==> config.mk <==
export PLATFORM = sky130hd
export DESIGN_NAME = ps2_rx_fifo
export DESIGN_NICKNAME = d
export VERILOG_FILES = /design/src/rtl/ps2_rx_fifo.sv
export SDC_FILE = /design/constraint.sdc
export NUM_CORES = 1
export LEC_CHECK = 0
export ABC_AREA = 1
export BUFFER_PORTS_ARGS = -buffer_cell sky130_fd_sc_hd__buf_2
export CORE_ASPECT_RATIO = 1.5
export CORE_MARGIN = 2
export CORE_UTILIZATION = 52
export CTS_BUF_LIST = sky130_fd_sc_hd__clkbuf_8
export CTS_CLUSTER_SIZE = 12
export DETAILED_ROUTE_END_ITERATION = 10
export PLACE_DENSITY = 0.8
export SYNTH_ARGS = -nofsm -noshare
export SYNTH_HDL_FRONTEND = slang
export SYNTH_SLANG_ARGS = --single-unit
==> constraint.sdc <==
create_clock -name clock -period 5.8 [get_ports clock]
set_input_delay 0.29 -clock clock [delete_from_list [all_inputs] [get_ports clock]]
set_output_delay 0.29 -clock clock [all_outputs]
set_load 0.02 [all_outputs]
==> src/rtl/ps2_rx_fifo.sv <==
// PS/2 keyboard receiver with a first-word-fall-through byte FIFO.
// Raw PS2_CLK/PS2_DAT pins are synchronised, the clock line is glitch
// filtered, 11-bit device-to-host frames are decoded, and good scan-code
// bytes are queued for the game logic. Parity, framing, timeout and
// overflow conditions are reported as status; bad frames are never queued.
module ps2_rx_fifo #(
  parameter int CLK_HZ     = 50_000_000,
  parameter int FIFO_DEPTH = 8,
  parameter int FILTER_LEN = 8,
  parameter int TIMEOUT_US = 200
) (
  input  logic                             clock,
  input  logic                             reset_n,
  input  logic                             PS2_CLK,
  input  logic                             PS2_DAT,
  input  logic                             rd_en,
  input  logic                             clr_ovf,
  output logic [7:0]                       rd_data,
  output logic                             rd_valid,
  output logic [$clog2(FIFO_DEPTH+1)-1:0]  fill,
  output logic                             err_parity,
  output logic                             err_frame,
  output logic                             overflow
);

  localparam int TIMEOUT_CYC = (CLK_HZ / 1_000_000) * TIMEOUT_US;
  localparam int PTR_W       = $clog2(FIFO_DEPTH);
  localparam int FILL_W      = $clog2(FIFO_DEPTH + 1);
  localparam int FCNT_W      = $clog2(FILTER_LEN + 1);
  localparam int TCNT_W      = $clog2(TIMEOUT_CYC + 1);

  typedef enum logic [1:0] {
    S_IDLE,
    S_DATA,
    S_PARITY,
    S_STOP
  } state_t;

  // ---------------------------------------------------------------------------
  // Pin synchronisers and clock-line glitch filter
  // ---------------------------------------------------------------------------
  logic [1:0]        clk_sync_q;
  logic [1:0]        dat_sync_q;
  logic              clk_s;
  logic              dat_s;
  logic              filt_q, filt_d;
  logic [FCNT_W-1:0] fcnt_q, fcnt_d;
  logic              fall_q, fall_d;

  assign clk_s = clk_sync_q[1];
  assign dat_s = dat_sync_q[1];

  // Two-flop synchronisers; idle PS/2 lines are high, so they reset to 1.
  // NOTE: sequential state is always assigned with <= so every flop samples
  // the pre-edge value of its neighbours, which is what makes a shift chain.
  always_ff @(posedge clock or negedge reset_n) begin
    if (!reset_n) begin
      clk_sync_q <= 2'b11;
      dat_sync_q <= 2'b11;
    end else begin
      clk_sync_q <= {clk_sync_q[0], PS2_CLK};
      dat_sync_q <= {dat_sync_q[0], PS2_DAT};
    end
  end

  // Filtered clock flips only after FILTER_LEN consecutive differing samples.
  // NOTE: every signal driven here gets a default before any condition, so
  // no path leaves it unassigned and no latch is inferred.
  always_comb begin
    filt_d = filt_q;
    fcnt_d = '0;
    if (clk_s != filt_q) begin
      if (fcnt_q == FCNT_W'(FILTER_LEN - 1)) begin
        filt_d = clk_s;
      end else begin
        fcnt_d = fcnt_q + FCNT_W'(1);
      end
    end
  end

  assign fall_d = filt_q & ~filt_d;

  // Filter state and the one-cycle falling-edge strobe.
  always_ff @(posedge clock or negedge reset_n) begin
    if (!reset_n) begin
      filt_q <= 1'b1;
      fcnt_q <= '0;
      fall_q <= 1'b0;
    end else begin
      filt_q <= filt_d;
      fcnt_q <= fcnt_d;
      fall_q <= fall_d;
    end
  end

  // ---------------------------------------------------------------------------
  // Frame decoder
  // ---------------------------------------------------------------------------
  state_t            state_q, state_d;
  logic [2:0]        bit_cnt_q, bit_cnt_d;
  logic [7:0]        shift_q, shift_d;
  logic              par_q, par_d;
  logic [TCNT_W-1:0] tmo_q, tmo_d;
  logic              push;
  logic              perr_d;
  logic              ferr_d;
  logic              parity_ok;

  // Odd parity across the eight data bits plus the received parity bit.
  assign parity_ok = ^{shift_q, par_q};

  // Next-state logic: bit-level transitions on fall, timeout otherwise.
  always_comb begin
    state_d   = state_q;
    bit_cnt_d = bit_cnt_q;
    shift_d   = shift_q;
    par_d     = par_q;
    tmo_d     = (state_q == S_IDLE) ? '0 : tmo_q + TCNT_W'(1);
    push      = 1'b0;
    perr_d    = 1'b0;
    ferr_d    = 1'b0;

    if (fall_q) begin
      tmo_d = '0;
      case (state_q)
        S_IDLE: begin
          if (!dat_s) begin
            state_d   = S_DATA;
            bit_cnt_d = 3'd0;
          end
        end
        S_DATA: begin
          shift_d   = {dat_s, shift_q[7:1]};
          bit_cnt_d = bit_cnt_q + 3'd1;
          if (bit_cnt_q == 3'd7) begin
            state_d = S_PARITY;
          end
        end
        S_PARITY: begin
          par_d   = dat_s;
          state_d = S_STOP;
        end
        S_STOP: begin
          push    = parity_ok & dat_s;
          perr_d  = ~parity_ok;
          ferr_d  = ~dat_s;
          state_d = S_IDLE;
        end
        default: state_d = S_IDLE;
      endcase
    end else if (state_q != S_IDLE && tmo_q == TCNT_W'(TIMEOUT_CYC - 1)) begin
      // Device stalled mid-frame: abandon the partial byte.
      state_d = S_IDLE;
      tmo_d   = '0;
      ferr_d  = 1'b1;
    end
  end

  // Decoder registers and registered error pulses.
  always_ff @(posedge clock or negedge reset_n) begin
    if (!reset_n) begin
      state_q      <= S_IDLE;
      bit_cnt_q    <= '0;
      shift_q      <= '0;
      par_q        <= 1'b0;
      tmo_q        <= '0;
      err_parity   <= 1'b0;
      err_frame    <= 1'b0;
    end else begin
      state_q      <= state_d;
      bit_cnt_q    <= bit_cnt_d;
      shift_q      <= shift_d;
      par_q        <= par_d;
      tmo_q        <= tmo_d;
      err_parity   <= perr_d;
      err_frame    <= ferr_d;
    end
  end

  // ---------------------------------------------------------------------------
  // First-word-fall-through FIFO
  // ---------------------------------------------------------------------------
  logic [7:0]        mem [FIFO_DEPTH];
  logic [PTR_W-1:0]  wr_ptr_q, rd_ptr_q;
  logic [FILL_W-1:0] fill_q, fill_d;
  logic              overflow_q, overflow_d;
  logic              full;
  logic              do_pop;
  logic              do_push;
  logic              ovf_set;

  assign full    = (fill_q == FILL_W'(FIFO_DEPTH));
  assign do_pop  = rd_en & (fill_q != '0);
  // A simultaneous pop frees the head slot, so a push is accepted even when full.
  assign do_push = push & (~full | do_pop);
  assign ovf_set = push & full & ~do_pop;

  // Occupancy and sticky overflow; a new drop outranks a clear.
  always_comb begin
    fill_d     = fill_q;
    overflow_d = overflow_q;
    case ({do_push, do_pop})
      2'b10:   fill_d = fill_q + FILL_W'(1);
      2'b01:   fill_d = fill_q - FILL_W'(1);
      default: fill_d = fill_q;
    endcase
    if (ovf_set) begin
      overflow_d = 1'b1;
    end else if (clr_ovf) begin
      overflow_d = 1'b0;
    end
  end

  // Pointers wrap naturally at the power-of-two depth.
  always_ff @(posedge clock or negedge reset_n) begin
    if (!reset_n) begin
      wr_ptr_q   <= '0;
      rd_ptr_q   <= '0;
      fill_q     <= '0;
      overflow_q <= 1'b0;
    end else begin
      if (do_push) wr_ptr_q <= wr_ptr_q + PTR_W'(1);
      if (do_pop)  rd_ptr_q <= rd_ptr_q + PTR_W'(1);
      fill_q     <= fill_d;
      overflow_q <= overflow_d;
    end
  end

  // Byte storage.
  // NOTE: the array has no reset; stale contents are unreachable because the
  // head is masked while empty, and a reset-free array maps onto RAM/LUTRAM.
  always_ff @(posedge clock) begin
    if (do_push) begin
      mem[wr_ptr_q] <= shift_q;
    end
  end

  assign rd_valid = (fill_q != '0);
  assign rd_data  = rd_valid ? mem[rd_ptr_q] : 8'h00;
  assign fill     = fill_q;
  assign overflow = overflow_q;

endmodule
==> results.json <==
{
  "slew-limit-headroom": 0.342,
  "yosys_warnings": 0,
  "slew_viol_final": 0,
  "fp.dieArea_sq_um": 10600,
  "place_congestion": 0.797,
  "antenna_cells": 0,
  "synth-xor-area-share": 0.0258,
  "finClkSkew_ns": 0.0118,
  "viasPerCell": 5.47,
  "cts_tree": "yes",
  "fin_tns_setup_ns": 0,
  "cts.clk_slew.worst_paths_ns": 0.07,
  "crit_type": "flop to output port",
  "num_vias": 3517,
  "nNetsFinal": 535,
  "synth.distinct_cells": 37,
  "clock_latency_ns": 0.42,
  "synthSimpleGateAreaFrac": 0.171,
  "detail-route-antenna-nets": 0,
  "crit_path_start_kind": "flop",
  "rsz0062_at_grt": "false",
  "antenna_found_initial": 0,
  "post_drt_wl_per_cell_um": 15.3,
  "synth_adder_area_share": 0.0319,
  "synth_compound_area_frac": 0.0900,
  "ys_ff_latch": 115,
  "track_usage": 0.198,
  "clockBufferDepth": 2,
  "cts_root_buf": "clkbuf_8",
  "worst_pin_slew_ns": 0.986,
  "start_util": 0.529,
  "core_sq_um": 9630,
  "synthMuxAreaShare": 0.00221,
  "cts-buffers-inserted": 17,
  "htree_levels": 4,
  "netlist_top_cells_area": "edfxtp_1 38%, dfrtp_1 23%, nor2_1 7.1%",
  "rows": 44,
  "outcome": "finished clean",
  "clock_sinks": 115,
  "cp_slowest_stage_delay_ns": 0.73,
  "grt_overflow": 0,
  "fp.dieH_um": 125,
  "grt_max_degree": 52,
  "syn-num-nets": 505,
  "crit_path_frequent_cell": "nor2_1",
  "period_needed_ns": 2.90,
  "whs_ns": 0.0833,
  "crit_fanout": 35,
  "hold_viol_final": 0,
  "io_buffers": 21,
  "maxCapViolCount": 0,
  "dp_hpwl_um": 6420,
  "grt_pass1_vias": 3537,
  "netlist.area_leader.share": 0.377,
  "synth_area_leader_cell": "edfxtp_1",
  "cp.buffers_inverters": 3,
  "final_layout_size_suffix_gt1_frac": 0.125,
  "synthCells": 486,
  "fmax_ghz": 0.345,
  "finalSetupViolations": 0,
  "ir_worst_vdd_mv": 0.330,
  "drc": 0,
  "nFillCells": 741,
  "synth_top_family_by_area": "simple AND/OR/NAND/NOR gates",
  "cp_top_family": "buffers and inverters",
  "hold_class": "input port to flop",
  "die_w_um": 84.9,
  "worst_setup_path_end_kind": "output port",
  "avgSynthCellArea_sq_um": 10.5,
  "cp_data_required_time_ns": 5.51,
  "path_cells": "buf_4 -> inv_1 -> nor2_1 -> o32ai_1 -> o21ai_0 -> nor2_1 -> buf_2",
  "ctsResizeCount": 0,
  "dr.first_iter.drc_count": 169,
  "postCtsSetupBuffers": 0,
  "powerDensity_nw_per_um2": 441,
  "area_growth_pct": 12.3,
  "first_pass_iters": 5,
  "num_io_pins": 22,
  "critPathSlowestCell": "inv_1",
  "drt_wl_total_um": 9840,
  "period_share": 0.500,
  "cp.arrival_ns": 2.61,
  "p_leak_nw": 2.39,
  "grt_pass1_wl_um": 16200,
  "syn_area_sq_um": 5100,
  "ys_seq_area_frac": 0.628
}
## per-stage QoR
step                instances  utilization  area, sq um  total power, W  worst slack, ns
floorplan                 486            -         5100         0.00158             3.60
global placement          609        0.549         5290         0.00175             3.29
detailed placement        609        0.549         5290         0.00179             3.16
CTS                       643        0.594         5730         0.00255             2.89
global route              643        0.594         5730         0.00267             2.65
finish                    643        0.594         5730         0.00253             2.90
## synth_stat cells, drive strengths merged
| cell type | number |
|---|---|
| edfxtp | 64 |
| ha | 13 |
| inv | 49 |
| xor2 | 7 |
| nor4 | 1 |
| nand2 | 65 |
| o31ai | 2 |
| buf | 8 |
| a21oi | 9 |
| dfstp | 5 |
| mux2 | 1 |
| nand4 | 3 |
| o22ai | 1 |
| o21ai | 39 |
| and3 | 2 |
| dfrtp | 46 |
| o21bai | 1 |
| nor3 | 9 |
| o211ai | 1 |
| clkbuf | 7 |
| a22o | 2 |
| or2 | 1 |
| nand3b | 1 |
| a31oi | 4 |
| xnor2 | 8 |
| nand3 | 22 |
| o32ai | 16 |
| nor2 | 99 |
## cell usage in the layout (no fill, tap or decap), drive strengths merged, types with 5 or more instances in the layout
master / instances
clkinv: 7
o32ai: 16
nor2: 99
inv: 51
nand3: 22
nand2: 65
dfstp: 5
ha: 13
nor3: 9
buf: 23
o21ai: 39
xnor2: 8
xor2: 7
a21oi: 9
edfxtp: 64
dfrtp: 46
clkbuf: 17
## logic make-up after synthesis
logic type,Yosys count
AND/OR/NAND/NOR,203
adder cells (fa/ha/maj),13
multiplexers,1
buffers and inverters,64
flip-flops,115
XOR/XNOR,15
AO/OA/AOI/OAI,75
## power by group
part	switching (W)	internal, W	total [W]	leakage, nW
Sequential	0.000104	0.000931	0.00103	1.32
Clock	0.000301	0.000456	0.000757	0.208
Combinational	0.000477	0.000259	0.000735	0.871
## path summary, 6_finish.rpt
check                      slack (ns)            end           from  cells after the start
max                              2.90     rd_data[4]    rd_ptr_q[0]                      7
min                              0.08       overflow        clr_ovf                      2
max reg2reg                      3.11        fill[2]     shift_q[2]                     13
min reg2reg                      0.36  clk_sync_q[1]  clk_sync_q[0]                      0
max in group asynchronous        4.82      err_frame        reset_n                      3
min in group asynchronous        0.52    rd_ptr_q[0]        reset_n                      3
## what timing repair did
item / CTS / global route
setup endpoints to repair: 0 / 0
hold buffers: 3 / 0
endpoints found under the hold margin: 17 / 0
## worst register-to-register path: cells and delay by family, from the launching register on
kind / cells / cell delay, ns
buf+inv: 1 / 0.13
flops: 1 / 0.55
xor+xnor: 2 / 0.33
compound gates: 2 / 0.25
simple gates: 6 / 0.76
fa+ha+maj: 2 / 0.55
## final cells by class
type | count | area [sq um] | share of cell area
multi-input combinational | 307 | 1640 | 0.286
inverter | 49 | 184 | 0.0321
clock inverter | 14 | 173 | 0.0302
tap | 115 | 144 | 0.0251
sequential | 115 | 3200 | 0.560
timing repair buffer | 26 | 150 | 0.0262
clock buffer | 17 | 234 | 0.0409
## routing by layer
layer | global-route usage | wire, um
met2 | 0.356 | 5220
met4 | 0.0812 | 232
met3 | 0.0594 | 469
met5 | 0 | 0
met1 | 0.212 | 3920
## sequential cells by signal, summed over array words and instances (netlist names), 2 cells and up
| signal | cells |
|---|---|
| mem | 64 |
| tmo_q | 14 |
| shift_q | 8 |
| fcnt_q | 4 |
| fill | 4 |
| bit_cnt_q | 3 |
| rd_ptr_q | 3 |
| wr_ptr_q | 3 |
| clk_sync_q | 2 |
| dat_sync_q | 2 |
| state_q | 2 |
Note: power is estimated with default switching activity, not from simulation.
